<file path="config.mk">
export PLATFORM = sky130hd
export DESIGN_NAME = video_fetch
export DESIGN_NICKNAME = d
export VERILOG_FILES = /design/src/rtl/video_fetch.sv
export SDC_FILE = /design/constraint.sdc
export NUM_CORES = 1
export LEC_CHECK = 0
export CAP_MARGIN = 20
export CORE_MARGIN = 8
export CORE_UTILIZATION = 50
export CTS_CLUSTER_DIAMETER = 120
export DETAILED_ROUTE_END_ITERATION = 7
export GPL_TIMING_DRIVEN = 0
export PLACE_DENSITY = 0.83
export SLEW_MARGIN = 20
export SYNTH_ARGS = -nofsm -noshare
export SYNTH_HDL_FRONTEND = slang
export SYNTH_SLANG_ARGS = --single-unit
export TNS_END_PERCENT = 100
</file>
<file path="constraint.sdc">
create_clock -name clk_pixel -period 7.23 [get_ports clk_pixel]
set_clock_uncertainty 0.15 [all_clocks]
set_input_delay 2.169 -clock clk_pixel [delete_from_list [all_inputs] [get_ports clk_pixel]]
set_output_delay 2.169 -clock clk_pixel [all_outputs]
set_load 0.02 [all_outputs]
</file>
<file path="src/rtl/video_fetch.sv">
// Framebuffer video-port reader: fetches 32-bit words into a 2-entry FIFO and emits RGB332 pixels.
// Optional build macro VIDEO_FETCH_TESTPATTERN_EN replaces pixel data with source_x ^ vline.
module video_fetch #(
    parameter logic [15:0] BASE_ADDR  = 16'h0000,
    parameter int          LINE_WORDS = 40,
    parameter int          LINES      = 48,
    parameter int          H_REPEAT   = 4,
    parameter int          V_REPEAT   = 10
) (
    input  logic        clk_pixel,
    input  logic        resetn,
    input  logic        frame_start,
    input  logic        line_start,
    input  logic        pixel_en,
    output logic [15:0] video_raddr,
    input  logic [31:0] video_rdata,
    output logic [7:0]  pixel,
    output logic        pixel_valid,
    output logic        underrun
);

    localparam int              WC_W         = $clog2(LINE_WORDS + 1);
    localparam logic [WC_W-1:0] LINE_WORDS_C = WC_W'(LINE_WORDS);
    localparam logic [WC_W-1:0] LAST_WORD_C  = WC_W'(LINE_WORDS - 1);
    localparam logic [15:0]     LINE_BYTES   = 16'(LINE_WORDS * 4);
    localparam logic [15:0]     LINES_C      = 16'(LINES);
    localparam logic [3:0]      H_LAST       = 4'(H_REPEAT - 1);
    localparam logic [3:0]      V_LAST       = 4'(V_REPEAT - 1);

    typedef enum logic [1:0] {IDLE, FETCH, DONE} state_t;

    state_t            state;
    logic [15:0]       line_base;
    logic [15:0]       fetch_addr;
    logic [15:0]       vline;
    logic [3:0]        vrep;
    logic              first_line;
    logic [WC_W-1:0]   words_issued;
    logic [WC_W-1:0]   words_consumed;
    logic [1:0]        byte_idx;
    logic [3:0]        hcnt;

    logic [31:0]       fifo_mem [2];
    logic              wr_ptr;
    logic              rd_ptr;
    logic [1:0]        occ;
    logic              rd_vld_p1;

    logic              flush;
    logic              can_issue;
    logic              push;
    logic              pop;
    logic              show;
    logic              starve;
    logic [7:0]        pix_data;

    logic [15:0]       ln_base;
    logic [15:0]       ln_vline;
    logic [3:0]        ln_vrep;
    logic [15:0]       base_c;
    logic [15:0]       vline_c;
    logic [3:0]        vrep_c;
    logic              first_c;

    function automatic logic [7:0] word_byte(input logic [31:0] w, input logic [1:0] idx);
        case (idx)
            2'd0:    return w[7:0];
            2'd1:    return w[15:8];
            2'd2:    return w[23:16];
            default: return w[31:24];
        endcase
    endfunction

    // The address is live whenever a read is issued; the RAM answers one cycle later.
    assign video_raddr = fetch_addr;

    assign flush     = frame_start | line_start;
    assign can_issue = (state == FETCH) && (words_issued != LINE_WORDS_C) &&
                       ((occ + {1'b0, rd_vld_p1}) < 2'd2) && !flush;
    assign push      = rd_vld_p1 && !flush;
    assign show      = pixel_en && (state == FETCH) && (occ != 2'd0);
    assign starve    = pixel_en && (state == FETCH) && (occ == 2'd0);
    assign pop       = show && (hcnt == H_LAST) && (byte_idx == 2'd3) && !flush;

`ifdef VIDEO_FETCH_TESTPATTERN_EN
    logic [7:0] src_x;
    assign src_x    = 8'({words_consumed, byte_idx});
    assign pix_data = src_x ^ vline[7:0];
`else
    assign pix_data = word_byte(fifo_mem[rd_ptr], byte_idx);
`endif

    // A same-cycle frame_start is folded in first so line_start then opens line 0.
    always_comb begin
        base_c   = frame_start ? BASE_ADDR : line_base;
        vline_c  = frame_start ? 16'd0 : vline;
        vrep_c   = frame_start ? 4'd0 : vrep;
        first_c  = frame_start | first_line;
        ln_base  = base_c;
        ln_vline = vline_c;
        ln_vrep  = vrep_c;
        if (!first_c) begin
            if (vrep_c == V_LAST) begin
                ln_vrep  = 4'd0;
                ln_vline = vline_c + 16'd1;
                ln_base  = base_c + LINE_BYTES;
            end else begin
                ln_vrep  = vrep_c + 4'd1;
            end
        end
    end

    // Stage p1: returned word lands in the FIFO (data path, not reset).
    always_ff @(posedge clk_pixel) begin
        if (push) begin
            fifo_mem[wr_ptr] <= video_rdata;
        end
    end

    always_ff @(posedge clk_pixel) begin
        if (!resetn) begin
            state          <= IDLE;
            line_base      <= BASE_ADDR;
            fetch_addr     <= BASE_ADDR;
            vline          <= 16'd0;
            vrep           <= 4'd0;
            first_line     <= 1'b1;
            words_issued   <= '0;
            words_consumed <= '0;
            byte_idx       <= 2'd0;
            hcnt           <= 4'd0;
            wr_ptr         <= 1'b0;
            rd_ptr         <= 1'b0;
            occ            <= 2'd0;
            rd_vld_p1      <= 1'b0;
            pixel          <= 8'd0;
            pixel_valid    <= 1'b0;
            underrun       <= 1'b0;
        end else begin
            rd_vld_p1   <= can_issue;
            pixel       <= show ? pix_data : 8'd0;
            pixel_valid <= show;
            if (frame_start) begin
                underrun <= 1'b0;
            end else if (starve) begin
                underrun <= 1'b1;
            end

            if (line_start) begin
                line_base      <= ln_base;
                vline          <= ln_vline;
                vrep           <= ln_vrep;
                first_line     <= 1'b0;
                fetch_addr     <= ln_base;
                words_issued   <= '0;
                words_consumed <= '0;
                byte_idx       <= 2'd0;
                hcnt           <= 4'd0;
                wr_ptr         <= 1'b0;
                rd_ptr         <= 1'b0;
                occ            <= 2'd0;
                state          <= (ln_vline >= LINES_C) ? DONE : FETCH;
            end else if (frame_start) begin
                line_base  <= BASE_ADDR;
                vline      <= 16'd0;
                vrep       <= 4'd0;
                first_line <= 1'b1;
                wr_ptr     <= 1'b0;
                rd_ptr     <= 1'b0;
                occ        <= 2'd0;
                state      <= IDLE;
            end else begin
                if (can_issue) begin
                    fetch_addr   <= fetch_addr + 16'd4;
                    words_issued <= words_issued + WC_W'(1);
                end
                case ({push, pop})
                    2'b10:   occ <= occ + 2'd1;
                    2'b01:   occ <= occ - 2'd1;
                    default: occ <= occ;
                endcase
                if (push) begin
                    wr_ptr <= ~wr_ptr;
                end
                if (pop) begin
                    rd_ptr <= ~rd_ptr;
                end
                // Starved strobes leave the position untouched so the line resumes intact.
                if (show) begin
                    if (hcnt == H_LAST) begin
                        hcnt     <= 4'd0;
                        byte_idx <= byte_idx + 2'd1;
                        if (byte_idx == 2'd3) begin
                            words_consumed <= words_consumed + WC_W'(1);
                            if (words_consumed == LAST_WORD_C) begin
                                state <= DONE;
                            end
                        end
                    end else begin
                        hcnt <= hcnt + 4'd1;
                    end
                end
            end
        end
    end

endmodule

</file>
==> metrics.txt, run 1 <==
Overflow after GRT=0; DP HPWL=11000 microns; Slew HR=48.2%; Sw Ratio=21.7%; Syn Inst Count=630; routed len/inst=17.8 microns; outcome=finished, final reports clean; Fin. Hold Viols=0; top area cells in the synthesized netlist=edfxtp_1 29%, dfxtp_1 26%, xnor2_1 3.9%; share of layout cells above drive strength 1=7.33%; Net Switching=0.405 mW; Cell Int Power=1.46 mW; die area=17400 sq um; Starting Density=51.0%; syn_area_per_cell=10.7 sq um; min cycle time layout=5290 ps; Period Utilization, post-route=73.1%; initial DRC count=538; post_cts resized=0; Synth top area share=28.6%; Syn. warnings=0; Post-Syn Area=6730 sq um; sequential power share=48.5%; diode count=0; clock sink count=153; Via density=5.63; Worst setup SP type=input port; IO Pins=63; post-cts hold buffer count=0; CTS tree=built; Pleak=2.93 nW; DRT Pass-1 Iters=6; Clock Pin Slew Worst Setup and Hold Paths=60 ps; worst hold path type=reg2reg; Design Power=1.87 mW; total of max-cap violations=0; initial antenna violation count=0; core area=13200 sq um; H-tree depth=4; largest net degree at the start of global routing=33; drt drc=0; wirelength, routed=16000 microns; first-pass GRT wire length=25800 microns; # setup viols final=0; Setup TNS=0 ps; Distinct cells, synth=53; Max Freq=189 MHz; insertion delay to the later sink of the worst-skew pair=430 ps; critical path capture point type=register; commonest cells after routing, fill and taps aside=89 x dfxtp_1, 64 x edfxtp_1, 60 x clkdlybuf4s50_1; EDFF count, synth=64; GRT Total Usage=18.5%; asr flop ratio synth=0%; CTS Buffer Depth=2; post-CTS setup buffers=0; Power Density=229 nW/um^2; Root Driver=clkbuf_16; Yosys reg bits=153; Req. time, crit path=7450 ps; syn nets=680; Final Wtd Congestion=0.894; WP data arrival=5510 ps; logic gate share of total power=3.4%; commonest non-fill, non-tap cell in the layout=dfxtp_1; Max Fanout on Critical Path=10; sequential fraction of the synthesis area=55.0%; # rows=42; vias in the first global route=5145; crit path kind=in2reg; RSZ-0062 raised after global routing=false; fin nets=760; Worst-Margin Slew=777 ps; largest area contributor in the netlist=edfxtp_1; PortBufs=60; Die Y-Extent=132 microns; total number of vias=5059; maximum VDD drop=0.194 mV; Top FF cell, synth=dfxtp_1; Die X=132 microns; Num CTS Buffers=17; Final ANT Viol Nets=0; clock share of power=48.1%; max-slew violations=0; Layout area overhead=21.6%
-- cells by family (layout without fill, tap and decap cells) --
kind of cell | after synthesis | count (layout) | share of synthesized area (%)
buf+inv | 61 | 154 | 3.64
fa+ha+maj | 13 | 13 | 2.42
compound gates | 73 | 73 | 7.83
flops | 153 | 153 | 55.0
mux | 14 | 14 | 3.57
xor+xnor | 60 | 60 | 7.81
simple gates | 256 | 256 | 19.7
-- stage by stage --
stage          util, %  worst slack [ps]  cell area [sq um]  hold slack (ps)  cells
2_1_floorplan        -              2470               6730              255    630
3_3_place_gp      57.3              1500               7550              266    866
3_5_place_dp      57.5              1550               7590              292    867
4_1_cts           62.1              1980               8190              310    899
5_1_grt           62.1              1640               8190              318    899
6_report          62.1              1940               8190              313    899
-- worst max-delay path: stages --
cell      delay (ps)
buf_6            120
clkbuf_1         510
clkbuf_1         460
clkbuf_1         490
nor2b_1          140
ha_1             280
nand4_1          270
nor2_1           110
a211oi_1         250
nor2_1            70
nor4_1           290
o21a_1           210
o21a_1           130
-- layout make-up --
class	count	area [sq um]
inverters	31	116
clock inverters	11	136
repair buffers	61	628
clock buffers	21	460
well taps	176	220
flip-flops and latches	153	3700
fillers	1045	5000
plain buffers	30	129
multi-input cells	416	2790
-- routing by layer --
layer  global-route usage, %  part of all wire (%)  vias to the layer above
li1                        -                     -                     2400
met1                    21.6                    42                     2455
met2                    31.0                    50                      185
met3                    6.17                   6.9                       19
met4                    7.15                   1.3                        0
met5                       0                     0                        -
-- cells in the mapped netlist, drive strengths merged (7+ instances only) --
library cell and count:
dfxtp 89, edfxtp 64, nor2 61, nand2 57, inv 30, xnor2 30, xor2 30, clkbuf 25
and2 20, nor3 20, nand4 19, o21ai 17, a222oi 16, nand3 16, a21oi 15, nor2b 14
ha 13, and3 12, mux4 8, nor4 7
-- worst paths after layout --
kind	from	end	slack, ps	cells past startpoint
worst max-delay path	frame_start	state[0]	1940	13
worst min-delay path	line_base[1]	line_base[1]	310	2
worst max register to register	words_issued[0]	video_raddr[6]	4420	10
worst min register to register	line_base[1]	line_base[1]	310	2
-- power by group through the flow --
stage               Clock, mW  Sequential (mW)  Combinational, mW
floorplan                   0            0.927             0.0224
global placement            0            0.925             0.0614
detailed placement          0            0.925             0.0631
CTS                     0.909            0.906             0.0638
global route            0.946            0.907             0.0684
finish                  0.900            0.907             0.0640
-- registers in the layout (all words and copies together) (netlist names), named ones only --
register        flops
state               2
pixel               8
occ                 2
vline              16
words_consumed      6
rd_ptr              1
first_line          1
line_base          16
rd_vld_p1           1
hcnt                4
words_issued        6
fifo_mem           64
video_raddr        16
byte_idx            2
pixel_valid         1
vrep                4
underrun            1
wr_ptr              1
No activity file was read; power rests on OpenSTA's default activity.
==> run 2: changes to the inputs <==
PLACE_DENSITY = 0.86   (was 0.83)
clock period = 4.8 ns   (was 7.23 ns; I/O delays follow)
==> run 2 against run 1 <==
  * Global-route usage is 0.84 points higher
  * First-iteration DRC count decreased by 5.2%
  * Sequential share of layout area rose by 0.17 points
  * Critical endpoint unchanged
  * Largest cell class unchanged
==> metrics.txt, run 2 (synthesis gave the netlist of run 1 again) <==
H-tree depth=4; core area=13200 sq um; commonest non-fill, non-tap cell in the layout=dfxtp_1; Die X=132 microns; Max Freq=237 MHz; Slew HR=48.9%; max-slew violations=0; RSZ-0062 raised after global routing=false; Root Driver=clkbuf_16; routed len/inst=18.5 microns; filler cell count in the final layout=1001; fin util=61.8%; Die Y-Extent=132 microns; Worst setup SP type=input port; commonest cells after routing, fill and taps aside=89 x dfxtp_1, 64 x edfxtp_1, 60 x clkdlybuf4s50_1; most flop-heavy register=fifo_mem; Worst-Margin Slew=767 ps; IO Pins=63; die area=17400 sq um; setup slack, reg-to-reg=1990 ps; share of layout cells above drive strength 1=7.20%; CTS Buffer Depth=2; wirelength, routed=16600 microns; worst hold path type=reg2reg; reg2reg end=video_raddr[6]; largest net degree at the start of global routing=33; outcome=finished, final reports clean; Power Density=338 nW/um^2; total number of vias=5183; Req. time, crit path=5020 ps; Final ANT Viol Nets=0; clock sink count=153; Reg area=3700 sq um; Max Fanout on Critical Path=18; fin nets=759; WP data arrival=4440 ps; Period Utilization, post-route=88.0%; max reg flops=64; Setup TNS=0 ps; # setup viols final=0; Clock Pin Slew Worst Setup and Hold Paths=60 ps; multi-input logic area=2790 sq um; Num CTS Buffers=17; Final Wtd Congestion=0.877; Pleak=2.93 nW; crit path kind=in2reg; total of max-cap violations=0; PortBufs=60; Fin. Hold Viols=0; CTS tree=built; initial DRC count=510; DP HPWL=11200 microns; worst r2r src=words_issued[0]; first-pass GRT wire length=26800 microns; Hold Path Depth=2; min cycle time layout=4220 ps; GRT Total Usage=19.4%; vias in the first global route=5266; Via density=5.77; Layout area overhead=21.2%; DRT Pass-1 Iters=6; critical path capture point type=register; Final WS setup=578 ps; maximum VDD drop=0.230 mV; Overflow after GRT=0; insertion delay to the later sink of the worst-skew pair=430 ps; Starting Density=51.0%; drt drc=0; # rows=42; diode count=0; Reg2Reg Depth=10; post-cts hold buffer count=0; dpl ws=-157 ps; Fin Hold WS=292 ps; Design Power=2.75 mW; initial antenna violation count=0; Hold Crit Endpoint=line_base[1]; Hold Path Origin=line_base[1]
-- run 2: final cells by class --
type | instances | area share (%)
multi-input combinational | 416 | 34.2
clock buffer | 19 | 5.55
clock inverter | 13 | 1.44
inverter | 31 | 1.43
timing repair buffer | 61 | 7.70
buffer | 29 | 1.53
tap | 176 | 2.70
sequential | 153 | 45.4
-- run 2: where the power goes --
group | switching (mW) | internal [mW] | total (mW)
registers | 0.00583 | 1.36 | 1.37
logic | 0.0531 | 0.0434 | 0.0965
clock network | 0.547 | 0.744 | 1.29
total | 0.606 | 2.15 | 2.75
-- run 2: how the worst max path moves through the flow --
stage                           start              end  depth (start not counted)
after floorplan           frame_start         state[0]                         13
after global placement     line_start  fifo_mem[0][22]                          4
after detailed placement  frame_start         state[0]                         13
after CTS                 frame_start         state[0]                         13
after global routing      frame_start         state[0]                         12
final                     frame_start         state[0]                         12
-- run 2: critical path, stage by stage --
cell and delay [ps]:
buf_6 140, clkbuf_1 260, clkbuf_1 330, nor2b_1 250, ha_1 260, nand4_1 300, nor4_1 450, a21boi_0 230
nor2_1 70, nor4_1 310, o21a_1 240, o21a_1 150
-- run 2: repair_timing --
item                       CTS  global route
gates resized for setup      0             0
setup endpoints to repair    0             1
buffers inserted             0             0
-- run 2: per-stage QoR --
| stage | instances | instance area [sq um] |
|---|---|---|
| after floorplan | 630 | 6730 |
| after global placement | 866 | 7550 |
| after detailed placement | 867 | 7590 |
| after CTS | 899 | 8160 |
| after global routing | 898 | 8160 |
| final | 898 | 8160 |
-- run 2: per-layer routing --
layer	share of wire, %	wire length, microns	global-route usage [%]
met3	7.3	1210	5.98
met2	50	8360	32.7
met1	40	6610	22.1
met4	2.6	440	8.87
met5	0	0	0
